[src/rtl/weight_fetch_ctrl_pkg.sv]
// Shared types and constants for the weight SRAM fetch path.
package weight_pkg;

  localparam int unsigned WGT_WORDS = 16384;
  localparam int unsigned WGT_IDX_W = 14;

  typedef enum logic [1:0] {
    IDLE,
    FETCH,
    DRAIN
  } wfc_state_t;

  // One output beat: lane mask plus {odd word, even word}.
  typedef struct packed {
    logic [1:0]  mask;
    logic [63:0] data;
  } wgt_beat_t;

  // Word index arithmetic wraps naturally at WGT_WORDS.
  function automatic logic [WGT_IDX_W-1:0] wgt_idx_add(
    input logic [WGT_IDX_W-1:0] a,
    input logic [WGT_IDX_W-1:0] b
  );
    return a + b;
  endfunction

endpackage

[src/rtl/weight_fetch_ctrl_if.sv]
// Command, output-beat and loader-write handshakes of the weight fetch controller.
interface weight_fetch_ctrl_if #(
  parameter int unsigned ADDR_W = 16,
  parameter int unsigned LEN_W  = 15
);
  logic              cmd_valid;
  logic              cmd_ready;
  logic [ADDR_W-1:0] cmd_base;
  logic [LEN_W-1:0]  cmd_len;

  logic              out_valid;
  logic              out_ready;
  logic [63:0]       out_data;
  logic [1:0]        out_mask;

  logic              wr_valid;
  logic              wr_ready;
  logic [ADDR_W-1:0] wr_addr;
  logic [31:0]       wr_data;
  logic [3:0]        wr_be;

  // Layer controller / loader / PE side.
  modport master (
    output cmd_valid, cmd_base, cmd_len, out_ready, wr_valid, wr_addr, wr_data, wr_be,
    input  cmd_ready, out_valid, out_data, out_mask, wr_ready
  );

  // Fetch controller side.
  modport slave (
    input  cmd_valid, cmd_base, cmd_len, out_ready, wr_valid, wr_addr, wr_data, wr_be,
    output cmd_ready, out_valid, out_data, out_mask, wr_ready
  );
endinterface

[src/rtl/weight_fetch_ctrl_beat_fifo.sv]
// First-word-fall-through beat FIFO with occupancy count.
module weight_beat_fifo
  import weight_pkg::*;
#(
  parameter int unsigned DEPTH = 4
) (
  input  logic                     clk,
  input  logic                     rst,
  input  logic                     push_i,
  input  wgt_beat_t                push_beat_i,
  input  logic                     pop_i,
  output wgt_beat_t                head_o,
  output logic [$clog2(DEPTH):0]   count_o,
  output logic                     empty_o,
  output logic                     full_o
);
  localparam int unsigned PTR_W = $clog2(DEPTH);
  localparam int unsigned CNT_W = PTR_W + 1;

  wgt_beat_t        mem_q [DEPTH];
  logic [PTR_W-1:0] wr_ptr_q, rd_ptr_q;
  logic [CNT_W-1:0] count_q;
  logic             do_push, do_pop;

  assign empty_o = (count_q == '0);
  assign full_o  = (count_q == CNT_W'(DEPTH));
  assign do_push = push_i && !full_o;
  assign do_pop  = pop_i && !empty_o;
  assign head_o  = mem_q[rd_ptr_q];
  assign count_o = count_q;

  // Pointer and occupancy bookkeeping.
  always_ff @(posedge clk or posedge rst) begin
    if (rst) begin
      wr_ptr_q <= '0;
      rd_ptr_q <= '0;
      count_q  <= '0;
    end else begin
      if (do_push) wr_ptr_q <= wr_ptr_q + PTR_W'(1);
      if (do_pop)  rd_ptr_q <= rd_ptr_q + PTR_W'(1);
      case ({do_push, do_pop})
        2'b10:   count_q <= count_q + CNT_W'(1);
        2'b01:   count_q <= count_q - CNT_W'(1);
        default: count_q <= count_q;
      endcase
    end
  end

  // Storage array; contents are don't-care until written.
  always_ff @(posedge clk) begin
    if (do_push) mem_q[wr_ptr_q] <= push_beat_i;
  end

endmodule

[src/rtl/weight_fetch_ctrl.sv]
// Weight SRAM fetch sequencer and port-0 write arbiter.
module weight_fetch_ctrl
  import weight_pkg::*;
#(
  parameter int unsigned ADDR_W     = 16,
  parameter int unsigned LEN_W      = 15,
  parameter int unsigned FIFO_DEPTH = 4
) (
  input  logic              clk,
  input  logic              rst,
  weight_fetch_ctrl_if.slave bus,
  output logic              done,
  output logic              busy,
  output logic [ADDR_W-1:0] sram_addr0,
  output logic [3:0]        sram_wea0,
  output logic [31:0]       sram_wdata0,
  input  logic [31:0]       sram_rdata0,
  output logic [ADDR_W-1:0] sram_addr1,
  output logic [3:0]        sram_wea1,
  output logic [31:0]       sram_wdata1,
  input  logic [31:0]       sram_rdata1
);
  localparam int unsigned CNT_W = $clog2(FIFO_DEPTH) + 1;
  localparam int unsigned SUM_W = CNT_W + 1;

  wfc_state_t           state_q, state_d;
  logic [WGT_IDX_W-1:0] ptr_q, ptr_d;
  logic [LEN_W-1:0]     rem_q, rem_d;
  logic                 inflight_q, inflight_d;
  logic [1:0]           infl_mask_q, infl_mask_d;
  logic                 len0_done_q, len0_done_d;

  wgt_beat_t            fifo_head, push_beat;
  logic [CNT_W-1:0]     fifo_count;
  logic                 fifo_empty, fifo_full;
  logic                 pop, last_beat, issue;
  logic [SUM_W-1:0]     credit_used;

  assign push_beat.mask = infl_mask_q;
  assign push_beat.data = {sram_rdata1, sram_rdata0};

  weight_beat_fifo #(.DEPTH(FIFO_DEPTH)) u_fifo (
    .clk         (clk),
    .rst         (rst),
    .push_i      (inflight_q),
    .push_beat_i (push_beat),
    .pop_i       (pop),
    .head_o      (fifo_head),
    .count_o     (fifo_count),
    .empty_o     (fifo_empty),
    .full_o      (fifo_full)
  );

  assign bus.out_valid = !fifo_empty;
  assign bus.out_data  = fifo_head.data;
  assign bus.out_mask  = fifo_head.mask;
  assign pop           = !fifo_empty && bus.out_ready;
  assign busy          = (state_q != IDLE);
  assign sram_wea1     = '0;
  assign sram_wdata1   = '0;

  // The beat leaving this cycle frees its slot before the new read lands, so it
  // is credited back; this keeps a 2-deep FIFO streaming without bubbles.
  assign credit_used = SUM_W'(fifo_count) + SUM_W'(inflight_q) - SUM_W'(pop);
  assign issue       = (state_q == FETCH) && (credit_used < SUM_W'(FIFO_DEPTH));
  assign last_beat   = (state_q == DRAIN) && !inflight_q && (fifo_count == CNT_W'(1)) && pop;

  // State and datapath registers.
  always_ff @(posedge clk or posedge rst) begin
    if (rst) begin
      state_q     <= IDLE;
      ptr_q       <= '0;
      rem_q       <= '0;
      inflight_q  <= 1'b0;
      infl_mask_q <= '0;
      len0_done_q <= 1'b0;
    end else begin
      state_q     <= state_d;
      ptr_q       <= ptr_d;
      rem_q       <= rem_d;
      inflight_q  <= inflight_d;
      infl_mask_q <= infl_mask_d;
      len0_done_q <= len0_done_d;
    end
  end

  // Next-state, handshakes and SRAM port drive.
  always_comb begin
    state_d       = state_q;
    ptr_d         = ptr_q;
    rem_d         = rem_q;
    inflight_d    = 1'b0;
    infl_mask_d   = infl_mask_q;
    len0_done_d   = 1'b0;
    bus.cmd_ready = 1'b0;
    bus.wr_ready  = 1'b0;
    sram_addr0    = '0;
    sram_addr1    = '0;
    sram_wea0     = '0;
    sram_wdata0   = '0;
    done          = len0_done_q;

    case (state_q)
      IDLE: begin
        bus.wr_ready  = 1'b1;
        bus.cmd_ready = !bus.wr_valid;
        if (bus.wr_valid) begin
          sram_addr0  = ADDR_W'(bus.wr_addr[WGT_IDX_W-1:0]);
          sram_addr1  = ADDR_W'(bus.wr_addr[WGT_IDX_W-1:0]);
          sram_wea0   = bus.wr_be;
          sram_wdata0 = bus.wr_data;
        end else if (bus.cmd_valid) begin
          if (bus.cmd_len == '0) begin
            len0_done_d = 1'b1;
          end else begin
            ptr_d   = bus.cmd_base[WGT_IDX_W-1:0];
            rem_d   = bus.cmd_len;
            state_d = FETCH;
          end
        end
      end

      FETCH: begin
        if (issue) begin
          inflight_d = 1'b1;
          sram_addr0 = ADDR_W'(ptr_q);
          if (rem_q == LEN_W'(1)) begin
            sram_addr1  = ADDR_W'(ptr_q);
            infl_mask_d = 2'b01;
            rem_d       = '0;
          end else begin
            sram_addr1  = ADDR_W'(wgt_idx_add(ptr_q, WGT_IDX_W'(1)));
            infl_mask_d = 2'b11;
            rem_d       = rem_q - LEN_W'(2);
          end
          ptr_d = wgt_idx_add(ptr_q, WGT_IDX_W'(2));
          if (rem_q <= LEN_W'(2)) state_d = DRAIN;
        end
      end

      DRAIN: begin
        if (last_beat) begin
          done    = 1'b1;
          state_d = IDLE;
        end
      end

      default: state_d = IDLE;
    endcase
  end

endmodule

[src/flat_wrapper.sv]
// flat-port wrapper written by rule: the top's interface ports become plain ports
module weight_fetch_ctrl_flat import weight_pkg::*;
#(
  parameter int unsigned ADDR_W     = 16,
  parameter int unsigned LEN_W      = 15,
  parameter int unsigned FIFO_DEPTH = 4
)
  (clk, rst, done, busy, sram_addr0, sram_wea0, sram_wdata0, sram_rdata0, sram_addr1, sram_wea1, sram_wdata1, sram_rdata1, bus_cmd_valid, bus_cmd_base, bus_cmd_len, bus_out_ready, bus_wr_valid, bus_wr_addr, bus_wr_data, bus_wr_be, bus_cmd_ready, bus_out_valid, bus_out_data, bus_out_mask, bus_wr_ready);
  weight_fetch_ctrl_if #(.ADDR_W(ADDR_W), .LEN_W(LEN_W)) bus_i ();
  input  logic clk;
  input  logic rst;
  output logic done;
  output logic busy;
  output logic [ADDR_W-1:0] sram_addr0;
  output logic [3:0] sram_wea0;
  output logic [31:0] sram_wdata0;
  input  logic [31:0] sram_rdata0;
  output logic [ADDR_W-1:0] sram_addr1;
  output logic [3:0] sram_wea1;
  output logic [31:0] sram_wdata1;
  input  logic [31:0] sram_rdata1;
  input wire logic [$bits(bus_i.cmd_valid)-1:0] bus_cmd_valid;
  input wire logic [$bits(bus_i.cmd_base)-1:0] bus_cmd_base;
  input wire logic [$bits(bus_i.cmd_len)-1:0] bus_cmd_len;
  input wire logic [$bits(bus_i.out_ready)-1:0] bus_out_ready;
  input wire logic [$bits(bus_i.wr_valid)-1:0] bus_wr_valid;
  input wire logic [$bits(bus_i.wr_addr)-1:0] bus_wr_addr;
  input wire logic [$bits(bus_i.wr_data)-1:0] bus_wr_data;
  input wire logic [$bits(bus_i.wr_be)-1:0] bus_wr_be;
  output wire logic [$bits(bus_i.cmd_ready)-1:0] bus_cmd_ready;
  output wire logic [$bits(bus_i.out_valid)-1:0] bus_out_valid;
  output wire logic [$bits(bus_i.out_data)-1:0] bus_out_data;
  output wire logic [$bits(bus_i.out_mask)-1:0] bus_out_mask;
  output wire logic [$bits(bus_i.wr_ready)-1:0] bus_wr_ready;
  assign bus_i.cmd_valid = bus_cmd_valid;
  assign bus_i.cmd_base = bus_cmd_base;
  assign bus_i.cmd_len = bus_cmd_len;
  assign bus_i.out_ready = bus_out_ready;
  assign bus_i.wr_valid = bus_wr_valid;
  assign bus_i.wr_addr = bus_wr_addr;
  assign bus_i.wr_data = bus_wr_data;
  assign bus_i.wr_be = bus_wr_be;
  assign bus_cmd_ready = bus_i.cmd_ready;
  assign bus_out_valid = bus_i.out_valid;
  assign bus_out_data = bus_i.out_data;
  assign bus_out_mask = bus_i.out_mask;
  assign bus_wr_ready = bus_i.wr_ready;
  weight_fetch_ctrl #(.ADDR_W(ADDR_W), .LEN_W(LEN_W), .FIFO_DEPTH(FIFO_DEPTH)) u_core (.clk(clk), .rst(rst), .bus(bus_i), .done(done), .busy(busy), .sram_addr0(sram_addr0), .sram_wea0(sram_wea0), .sram_wdata0(sram_wdata0), .sram_rdata0(sram_rdata0), .sram_addr1(sram_addr1), .sram_wea1(sram_wea1), .sram_wdata1(sram_wdata1), .sram_rdata1(sram_rdata1));
endmodule
[config.mk]
export PLATFORM = sky130hd
export DESIGN_NAME = weight_fetch_ctrl_flat
export DESIGN_NICKNAME = d
export VERILOG_FILES = /design/src/rtl/weight_fetch_ctrl_pkg.sv /design/src/rtl/weight_fetch_ctrl_if.sv /design/src/rtl/weight_fetch_ctrl_beat_fifo.sv /design/src/rtl/weight_fetch_ctrl.sv /design/src/flat_wrapper.sv
export SDC_FILE = /design/constraint.sdc
export NUM_CORES = 1
export LEC_CHECK = 0
export ABC_AREA = 0
export CAP_MARGIN = 40
export CORE_MARGIN = 2
export CORE_UTILIZATION = 50
export CTS_CLUSTER_SIZE = 24
export DETAILED_ROUTE_END_ITERATION = 10
export GPL_ROUTABILITY_DRIVEN = 0
export MAX_ROUTING_LAYER = met4
export PLACE_DENSITY = 0.81
export REMOVE_ABC_BUFFERS = 1
export SYNTH_ARGS = -nofsm -noshare
export SYNTH_HDL_FRONTEND = slang
export SYNTH_SLANG_ARGS = --single-unit
[constraint.sdc]
create_clock -name clk -period 3.55 [get_ports clk]
set_clock_uncertainty 0.2 [all_clocks]
set_input_delay 0.355 -clock clk [delete_from_list [all_inputs] [get_ports clk]]
set_output_delay 0.355 -clock clk [all_outputs]
set_load 0.01 [all_outputs]
* Yosys cells after proc, flatten, opt, wreduce, memory -nomap -nowiden
Memory sizes are Yosys's and may differ from the RTL's. Index checks and enable logic that the tools add are counted.
Storage, ports and cells: memories 1, output and inout bits 175, input bits 152, memory bits (writable) 264, word-level logic and storage cells 96, register bits 42
Memory list:
- u_core.u_fifo.mem_q | words 4, width 66, rd ports 1, clocked after Yosys merged registers in 0, write ports 1, RTL line weight_fetch_ctrl_beat_fifo.sv:20 | wgt_beat_t mem_q [DEPTH];
Operators by class: reductions and logical operators 20, $lt $le $gt $ge 2, mux-type cells 42, add/subtract/negate cells 9, equal/unequal tests 13
Operators with widths (number):
- $mux W14 | 7
- $mux W15 | 5
- $mux W32 | 2
- $pmux W16 S2 | 2
- $pmux W15 S2 | 1
- $pmux W14 S2 | 1
- $mux W16 | 1
- $eq A15 B1 Y1 const B | 1
- $le A15 B2 Y1 const B | 1
- $logic_not A15 Y1 | 1
- $sub A15 B2 Y15 const B | 1
- $add A14 B1 Y14 const B | 1
- $add A14 B2 Y14 const B | 1
- $mux W2 | 7
- $mux W1 | 12
- $mux W4 | 2
- $ne A2 B2 Y1 const B | 4
- $logic_and A1 B1 Y1 | 7
- $pmux W2 S3 | 1
- $pmux W3 S2 | 1
- $reduce_and A6 Y1 | 1
- $reduce_bool A2 Y1 | 3
- $reduce_and A5 Y1 | 1
- $add A2 B1 Y2 const B | 2
- other kinds (14) | 20

* Depth between registers and ports, before layout
Gate-level depths: netlist of the first run.
word-level depth 8, mapped depth 15, mapped depth without buffers 13

* By module
A second synthesis of the first run with hierarchy kept.
Unflattened totals: cell total of the unflattened synthesis 844, area, all modules 13341.5 um2
By module, submodules not included:
- weight_beat_fifo | times used 1, area an instance 9964.6 um2, sequential area each 8102.8 um2, cells each 383
- weight_fetch_ctrl | times used 1, area an instance 3377.0 um2, sequential area each 875.8 um2, cells each 461

* Worst setup path after synthesis of the first run
OpenSTA, ideal clock, no wires.
path kind register to output, start reg u_core.u_fifo.count_q[0], in the netlist u_core.u_fifo.count_o[0], end out sram_addr1[0], arrival 2.761 ns, slack 0.234 ns, path buffers 2, stages on the path, launching flop included 14, data required time 2.995 ns, cell sequence dfrtp_1 -> inv_1 -> ha_1 -> nand2_1 -> and2_0 -> ha_1 -> inv_1 -> ha_1 -> nand3b_1 -> a211o_1 -> a31o_4 -> buf_6 -> buf_2 -> o21ai_0
On the way: word-level cells in the longest chain between the ends 8, elaborated cells between the ends (all ways) 9, classes of those cells add/sub (2); order compare (1); mux (2); reduce/logical (4)
Ends and longest elaborated chain:
- start: declaration | RTL line weight_fetch_ctrl_beat_fifo.sv:22 | logic [CNT_W-1:0] count_q;
- start signal: assignment | RTL line weight_fetch_ctrl_beat_fifo.sv:42 | 2'b10: count_q <= count_q + CNT_W'(1);
- start signal: assignment | RTL line weight_fetch_ctrl_beat_fifo.sv:43 | 2'b01: count_q <= count_q - CNT_W'(1);
- start signal: assignment | RTL line weight_fetch_ctrl_beat_fifo.sv:44 | default: count_q <= count_q;
- $logic_not A3 Y1 | RTL line weight_fetch_ctrl_beat_fifo.sv:25 | assign empty_o = (count_q == '0);
- $logic_not A1 Y1
- net bus_out_valid | RTL line flat_wrapper.sv:31 | output wire logic [$bits(bus_i.out_valid)-1:0] bus_out_valid;
- $logic_and A1 B1 Y1 | RTL line weight_fetch_ctrl.sv:57 | assign pop = !fifo_empty && bus.out_ready;
- $sub A4 B1 Y4 | RTL line weight_fetch_ctrl.sv:64 | assign credit_used = SUM_W'(fifo_count) + SUM_W'(inflight_q) - SUM_W'(pop);
- $lt A4 B3 Y1 | RTL line weight_fetch_ctrl.sv:65 | assign issue = (state_q == FETCH) && (credit_used < SUM_W'(FIFO_DEPTH));
- $logic_and A1 B1 Y1 | RTL line weight_fetch_ctrl.sv:65
- $mux W16 | RTL line weight_fetch_ctrl.sv:124 | if (issue) begin
- $pmux W16 S2 | RTL line weight_fetch_ctrl.sv:103 | case (state_q)
- end: declaration | RTL line flat_wrapper.sv:18 | output logic [ADDR_W-1:0] sram_addr1;
The timed path passes the listed nets, and every way through them passes these cells.

* Worst setup path after layout of the first run
start reg u_core.u_fifo.count_q[0], in the netlist u_core.u_fifo.count_o[0], end out sram_addr0[5]
On the way: word-level cells in the longest chain between the ends 8, elaborated cells between the ends (all ways) 9, classes of those cells add/sub (2); order compare (1); mux (2); reduce/logical (4)
Ends and longest elaborated chain:
- parallel branches: the longest is 3 deep, another holds $add A3 B1 Y4
- $sub A4 B1 Y4 (*) | RTL line weight_fetch_ctrl.sv:64
- $lt A4 B3 Y1 (*) | RTL line weight_fetch_ctrl.sv:65
- $logic_and A1 B1 Y1 (*) | RTL line weight_fetch_ctrl.sv:65
- $mux W14 (*) | RTL line weight_fetch_ctrl.sv:124
- $pmux W16 S2 (*) | RTL line weight_fetch_ctrl.sv:103
- end: declaration | RTL line flat_wrapper.sv:14 | output logic [ADDR_W-1:0] sram_addr0;
Mark *: on every way between the ends.

==> impl_metrics.tcl, run 1 <==
set metrics [dict create \
    grt_start_max_net_pins 51 \
    clock_sinks 306 \
    endpoint_kind "primary output" \
    place_ws_ns -0.1278 \
    syn_to_final_growth_pct 32.76 \
    ys.flop_type "edfxtp_1" \
    die_area_mm2 0.02773 \
    critical_path_class "register to primary output" \
    finish.utilization_pct 67.48 \
    cts_tree "built" \
    rows 59 \
    fmax_mhz 282.1 \
    cts_buffers 31 \
    leakagePower_nw 6.241 \
    finalMaxSlewViolations 0 \
    finalCritPeriodShare_pct 99.86 \
    synth_edf_count 264 \
    critPathSlowestCell "a211o_4" \
    synth_cell_types 60 \
    required_ns 2.99 \
    power_density_mw_per_mm2 738.9 \
    yosys_warnings 0 \
    root_buffer "clkbuf_16" \
    fin_nets 1304 \
    critPathMaxStageDelay_ns 0.40 \
    grtUsageTotal_pct 25.24 \
    vias_per_cell 5.783 \
    grt-ovfl-total 0 \
    max_slew.worst_pin.slew_ns 0.6289 \
    yosysSeqAreaShare_pct 67.98 \
    drtPass1Iterations 5 \
    die_h_um 166.5 \
    crit_fanout 7 \
    arrival_ns 2.99 \
    grt_pass1_vias 9015 \
    hold_path_class "input pin to register" \
    io_buffers 282 \
    async_flop_share_pct 13.73 \
    core-area_mm2 0.02598 \
    routed-via-count 8640 \
    finalNonFillerCells 1494 \
    insertion_delay_ns 0.55 \
    crit_chain "inv_2, ha_4, nand2_2, and2_4, ha_4, inv_2, ha_4, nand3b_1, a211o_4, buf_4, a31o_4, o21ai_2, buf_2" \
    ir_worst_vdd_mv 0.5364 \
    clock_tree.buffer_depth 3 \
    final_antenna_net_count 0 \
    fin_crit_ns 3.545 \
    grt_pass1_wl_um 52500 \
    relSlewSlack_pct 58.07 \
    wl_per_cell_um 23.17 \
    setup_viol 0 \
    rsz0062_at_grt "yes" \
    total_power_mw 12.96 \
    routed_wl_um 34620 \
    drc 0 \
    clkTransAtPathRegs_ns 0.06 \
    antenna_found_initial 1 \
    drtIter0Drc 740 \
    syn_area_mm2 0.01321 \
    fp.dieW_um 166.5 \
    drive_above_1_share_pct 19.52 \
    cpMostUsedCell "ha_4" \
    dp.cells 1419 \
    synth_cells 816 \
    ys_seq_elements 306 \
    htree_levels 1 \
    dpl.hpwl_um 23690 \
    finalWorstSetupSlack_ns 0.005120 \
    ios 327 \
    hold_violations 0 \
    start_kind "register" \
    avgSynthCellArea_um2 16.19 \
    initial_core_util_pct 50.83 \
    maxCapViolCount 0 \
    status "complete, no violations" \
    fill_cells 1799 \
    fin_tns_setup_ns 0 \
]
-- sequential cells by signal, summed over array words and instances (netlist names) --
signal	count
u_core.len0_done_q	1
u_core.rem_q	15
u_core.state_q	2
u_core.u_fifo.rd_ptr_q	2
u_core.u_fifo.mem_q	264
u_core.inflight_q	1
u_core.ptr_q	14
u_core.infl_mask_q	2
u_core.u_fifo.wr_ptr_q	2
u_core.u_fifo.count_o	3
-- cell type report --
cell class	instances	area (um2)	area share, %
clock buffers	38	802.0	4.574
inverters	30	115.1	0.6565
diodes	1	2.502	0.01427
well taps	335	419.2	2.390
flip-flops and latches	306	8984	51.23
clock inverters	16	113.9	0.6494
multi-input cells	439	3931	22.42
repair buffers	329	3167	18.06
-- cells in the final DEF (no fill, tap or decap), types with 13 or more instances in the layout --
cell and n:
dfrtp_1 40, conb_1 40, o21ai_2 13, buf_4 34
inv_1 25, clkbuf_16 31, o21ai_0 20, xnor2_1 15
edfxtp_1 264, nor2_1 15, nor3_1 19, mux4_2 66
nand2_1 45, clkdlybuf4s50_1 254, buf_2 25, nand3_1 13
and3_1 37
-- report_power, final --
group	internal, mW	leakage, nW	switching [mW]
Sequential	4.35	2.87	0.485
Combinational	2.68	2.92	2.49
Clock	1.67	0.445	1.28
-- path summary, 6_finish.rpt --
kind                                         endpoint  cells past startpoint  slack [ns]                      from
max                                     sram_addr0[5]                     13       0.005  u_core.u_fifo.count_o[0]
min                                   u_core.ptr_q[0]                      3        0.15           bus_cmd_base[0]
max reg2reg                          u_core.ptr_q[11]                     18        0.28  u_core.u_fifo.count_o[0]
min reg2reg                u_core.u_fifo.mem_q[1][64]                      0        0.34     u_core.infl_mask_q[0]
max in group asynchronous            u_core.ptr_q[10]                      5        2.07                       rst
min in group asynchronous          u_core.len0_done_q                      3        0.38                       rst
-- cell usage after synthesis (3+ instances only) --
master	number	area [um2]
edfxtp_1	264	7928
mux4_2	66	1486
nand2_1	49	183.9
dfrtp_1	42	1051
buf_4	41	307.8
o21ai_0	41	205.2
and3_1	37	231.5
inv_1	29	108.9
clkbuf_1	22	82.58
nor3_1	19	95.09
nor2_1	17	63.81
ha_1	15	187.7
xnor2_1	15	131.4
buf_2	13	65.06
nand3_1	13	65.06
nor4_1	11	68.82
a21oi_1	10	50.05
a31oi_1	8	50.05
o22ai_1	7	43.79
o2bb2ai_1	7	61.31
nand4_1	6	37.54
a32oi_1	5	43.79
and2_1	5	31.28
or3_1	5	31.28
a211o_1	4	35.03
a22oi_1	4	30.03
a32o_1	4	40.04
buf_6	4	45.04
o31ai_1	4	30.03
a221oi_1	3	26.28
a22o_1	3	26.28
and2_0	3	18.77
buf_1	3	11.26
-- stage by stage --
step	hold slack (ns)	cell area (um2)
2_1_floorplan	0.2539	12840
3_3_place_gp	0.2961	16410
3_5_place_dp	0.3200	16430
4_1_cts	0.1411	17500
5_1_grt	0.1779	17530
6_report	0.1523	17530
-- metal layers --
metal	vias to the layer above	global-route usage, %	share of wire (%)
met2	499	42.63	51
met1	4258	29.86	36
met4	0	11.58	5.0
met5	-	-	0
li1	3801	-	-
met3	82	4.254	7.8
-- worst max-delay path: cells and delay by family (launching register included) --
kind / cells / cell delay [ns]
AOI/OAI and AO/OA: 3 / 0.80
and+or+nand+nor: 3 / 0.32
buffers and inverters: 4 / 0.42
DFF: 1 / 0.37
adders and majority gates: 3 / 0.54
-- logic make-up after synthesis --
group / synth area share [%]
DFF: 67.98
and+or+nand+nor: 7.427
AOI/OAI and AO/OA: 5.798
buffers and inverters: 4.727
muxes: 11.49
xor gates and xnor gates: 1.127
adders and majority gates: 1.421
other: 0.02839
-- what timing repair did --
action / in CTS / in global routing
setup buffers: 11 / 5
gates cloned: 3 / 0
gates resized for setup: 142 / 28
hold buffers: 1 / 0
setup endpoints to repair: 31 / 32
endpoints found under the hold margin: 3 / 0
pin swaps: 12 / 12
No activity file was read; power rests on OpenSTA's default activity.
==> run 2, diff against run 1 <==
REMOVE_ABC_BUFFERS = unset   (was 1)
==> impl_metrics.tcl, run 2 (same netlist as run 1, synthesis figures left out) <==
set metrics [dict create \
    status "complete, no violations" \
    switching_share_pct 32.08 \
    largest-register "u_core.u_fifo.mem_q" \
    antenna_found_initial 1 \
    final_common_cell "edfxtp_1" \
    clock_sinks 306 \
    drtPass1Iterations 5 \
    fin_crit_ns 3.482 \
    routed-via-count 8518 \
    finalMaxSlewViolations 0 \
    rsz0062_at_grt "yes" \
    finalNonFillerCells 1483 \
    critical_path_class "register to primary output" \
    wl_per_cell_um 20.54 \
    critPathMaxStageDelay_ns 0.39 \
    relSlewSlack_pct 47.05 \
    grtUsageTotal_pct 22.35 \
    htree_levels 1 \
    mostFrequentLayoutCells "edfxtp_1 (264), clkdlybuf4s50_1 (254), mux4_2 (66)" \
    holdBufCountCts 0 \
    drc 0 \
    seq_power_share_pct 37.5 \
    grt_pass1_wl_um 47620 \
    cpMostUsedCell "ha_4" \
    cpLargestDelayFamily "buffers and inverters" \
    fmax_mhz 287.2 \
    finish.utilization_pct 67.05 \
    io_buffers 282 \
    arrival_ns 2.93 \
    die_h_um 166.5 \
    power_density_mw_per_mm2 737.2 \
    switchingPower_mw 4.121 \
    maxCapViolCount 0 \
    grt_pass1_vias 8600 \
    p_int_mw 8.724 \
    grt_start_max_net_pins 60 \
    pwr-share-comb_pct 38.9 \
    clkTransAtPathRegs_ns 0.06 \
    stdcell_area_mm2 0.01742 \
    place_area_mm2 0.01640 \
    fin_nets 1293 \
    leakagePower_nw 6.187 \
    ff_latch_area_mm2 0.008984 \
    fin_tns_setup_ns 0 \
    start_kind "register" \
    syn_to_final_growth_pct 31.92 \
    top_regs "u_core.u_fifo.mem_q (264), u_core.rem_q (15), u_core.ptr_q (14)" \
    dpl.hpwl_um 20100 \
    crit_fanout 7 \
    hold_violations 0 \
    fill_cells 1845 \
    path_buf_inv 6 \
    max_slew.worst_pin.slew_ns 0.7934 \
    routed_wl_um 30460 \
    die_area_mm2 0.02773 \
    endpoint_kind "primary output" \
    ir_worst_vdd_mv 0.6470 \
    rows 59 \
    grt-ovfl-total 0 \
    fp.dieW_um 166.5 \
    clock_tree.buffer_depth 3 \
    largest_register_ffs 264 \
    initial_core_util_pct 50.83 \
    hold_path_class "input pin to asynchronous set/reset pin" \
    drtIter0Drc 678 \
    insertion_delay_ns 0.54 \
    root_buffer "clkbuf_16" \
    final_antenna_net_count 0 \
    cts_tree "built" \
    critPathSlowestCell "dfrtp_1" \
    drive_above_1_share_pct 18.74 \
    required_ns 2.99 \
    power.share.clock_pct 23.6 \
    finalCritPeriodShare_pct 98.09 \
    crit_chain "inv_2, ha_4, nand2_4, and2_4, ha_4, inv_4, ha_4, nand3b_1, buf_4, nand4_1, buf_4, a31o_4, inv_4, nand2_1, nand2_1, buf_2" \
    cts_buffers 30 \
    dp.cells 1419 \
    core-area_mm2 0.02598 \
    setup_viol 0 \
    vias_per_cell 5.744 \
    multi_input_area_mm2 0.003897 \
    total_power_mw 12.85 \
    ios 327 \
]
[run 2: cell types whose count changed in the layout (fill, tap and decap cells not counted), moves of 3 or more]
cell        before  now
o21ai_2         13    4
clkinvlp_4       1    4
clkinv_2         3    7
clkinv_1         8    5
o21ai_1         10   19
buf_4           34   30
clkbuf_1         7    2
[run 2: per-stage QoR]
| step | setup slack, ns | hold slack, ns |
|---|---|---|
| floorplan | 0.2336 | 0.2539 |
| finish | 0.06788 | 0.1020 |
| global placement | 0.05168 | 0.2981 |
| global route | -0.04225 | 0.1782 |
| CTS | -0.01157 | 0.1081 |
| detailed placement | 0.01464 | 0.3118 |
[run 2: worst reg2reg max path, delay by kind of cell, from the launching register on]
kind / cells / cell delay (ns)
AO/OA/AOI/OAI: 2 / 0.63
adder cells (fa/ha/maj): 3 / 0.50
buffers and inverters: 7 / 0.97
flip-flops: 1 / 0.39
AND/OR/NAND/NOR: 5 / 0.52
[run 2: timing repair]
item | CTS | global route
resized for setup | 147 | 15
pin swaps | 7 | 8
setup buffers | 6 | 1
cloned | 3 | 0
endpoints found under the setup margin | 28 | 28
[run 2: cell type report]
type / instances / share of cell area (%)
Sequential cell: 306 / 51.56
Inverter: 30 / 0.6750
Clock buffer: 32 / 4.352
Timing Repair Buffer: 319 / 17.48
Multi-Input combinational cell: 439 / 22.37
Antenna cell: 1 / 0.01436
Clock inverter: 21 / 1.142
Tap cell: 335 / 2.406
[run 2: worst paths after layout]
check                                    startpoint                         end  slack (ns)  cells after the start
max in group asynchronous                       rst             u_core.ptr_q[0]        2.30                      3
setup reg to reg           u_core.u_fifo.count_o[1]             u_core.rem_q[4]        0.23                     17
setup / recovery           u_core.u_fifo.count_o[1]               sram_addr0[0]        0.07                     16
hold / removal                                  rst             u_core.rem_q[8]        0.10                      2
hold reg to reg               u_core.infl_mask_q[0]  u_core.u_fifo.mem_q[2][64]        0.32                      0
min in group clk                    bus_cmd_base[2]             u_core.ptr_q[2]        0.18                      3
[run 2: routing by layer]
| metal | track usage (%) | vias up | share of wire (%) |
|---|---|---|---|
| li1 | - | 3790 | - |
| met1 | 29.90 | 4208 | 40 |
| met2 | 36.15 | 452 | 49 |
| met3 | 3.184 | 68 | 7.5 |
| met4 | 6.672 | 0 | 3.4 |
| met5 | - | - | 0 |
[run 2: power by group through the flow]
stage	logic (mW)	clock network (mW)	registers (mW)
2_1_floorplan	2.88	0	4.67
4_1_cts	4.96	3.10	4.81
6_report	4.99	3.03	4.82
3_5_place_dp	4.87	0	4.87
5_1_grt	5.34	3.26	4.89
3_3_place_gp	4.81	0	4.86
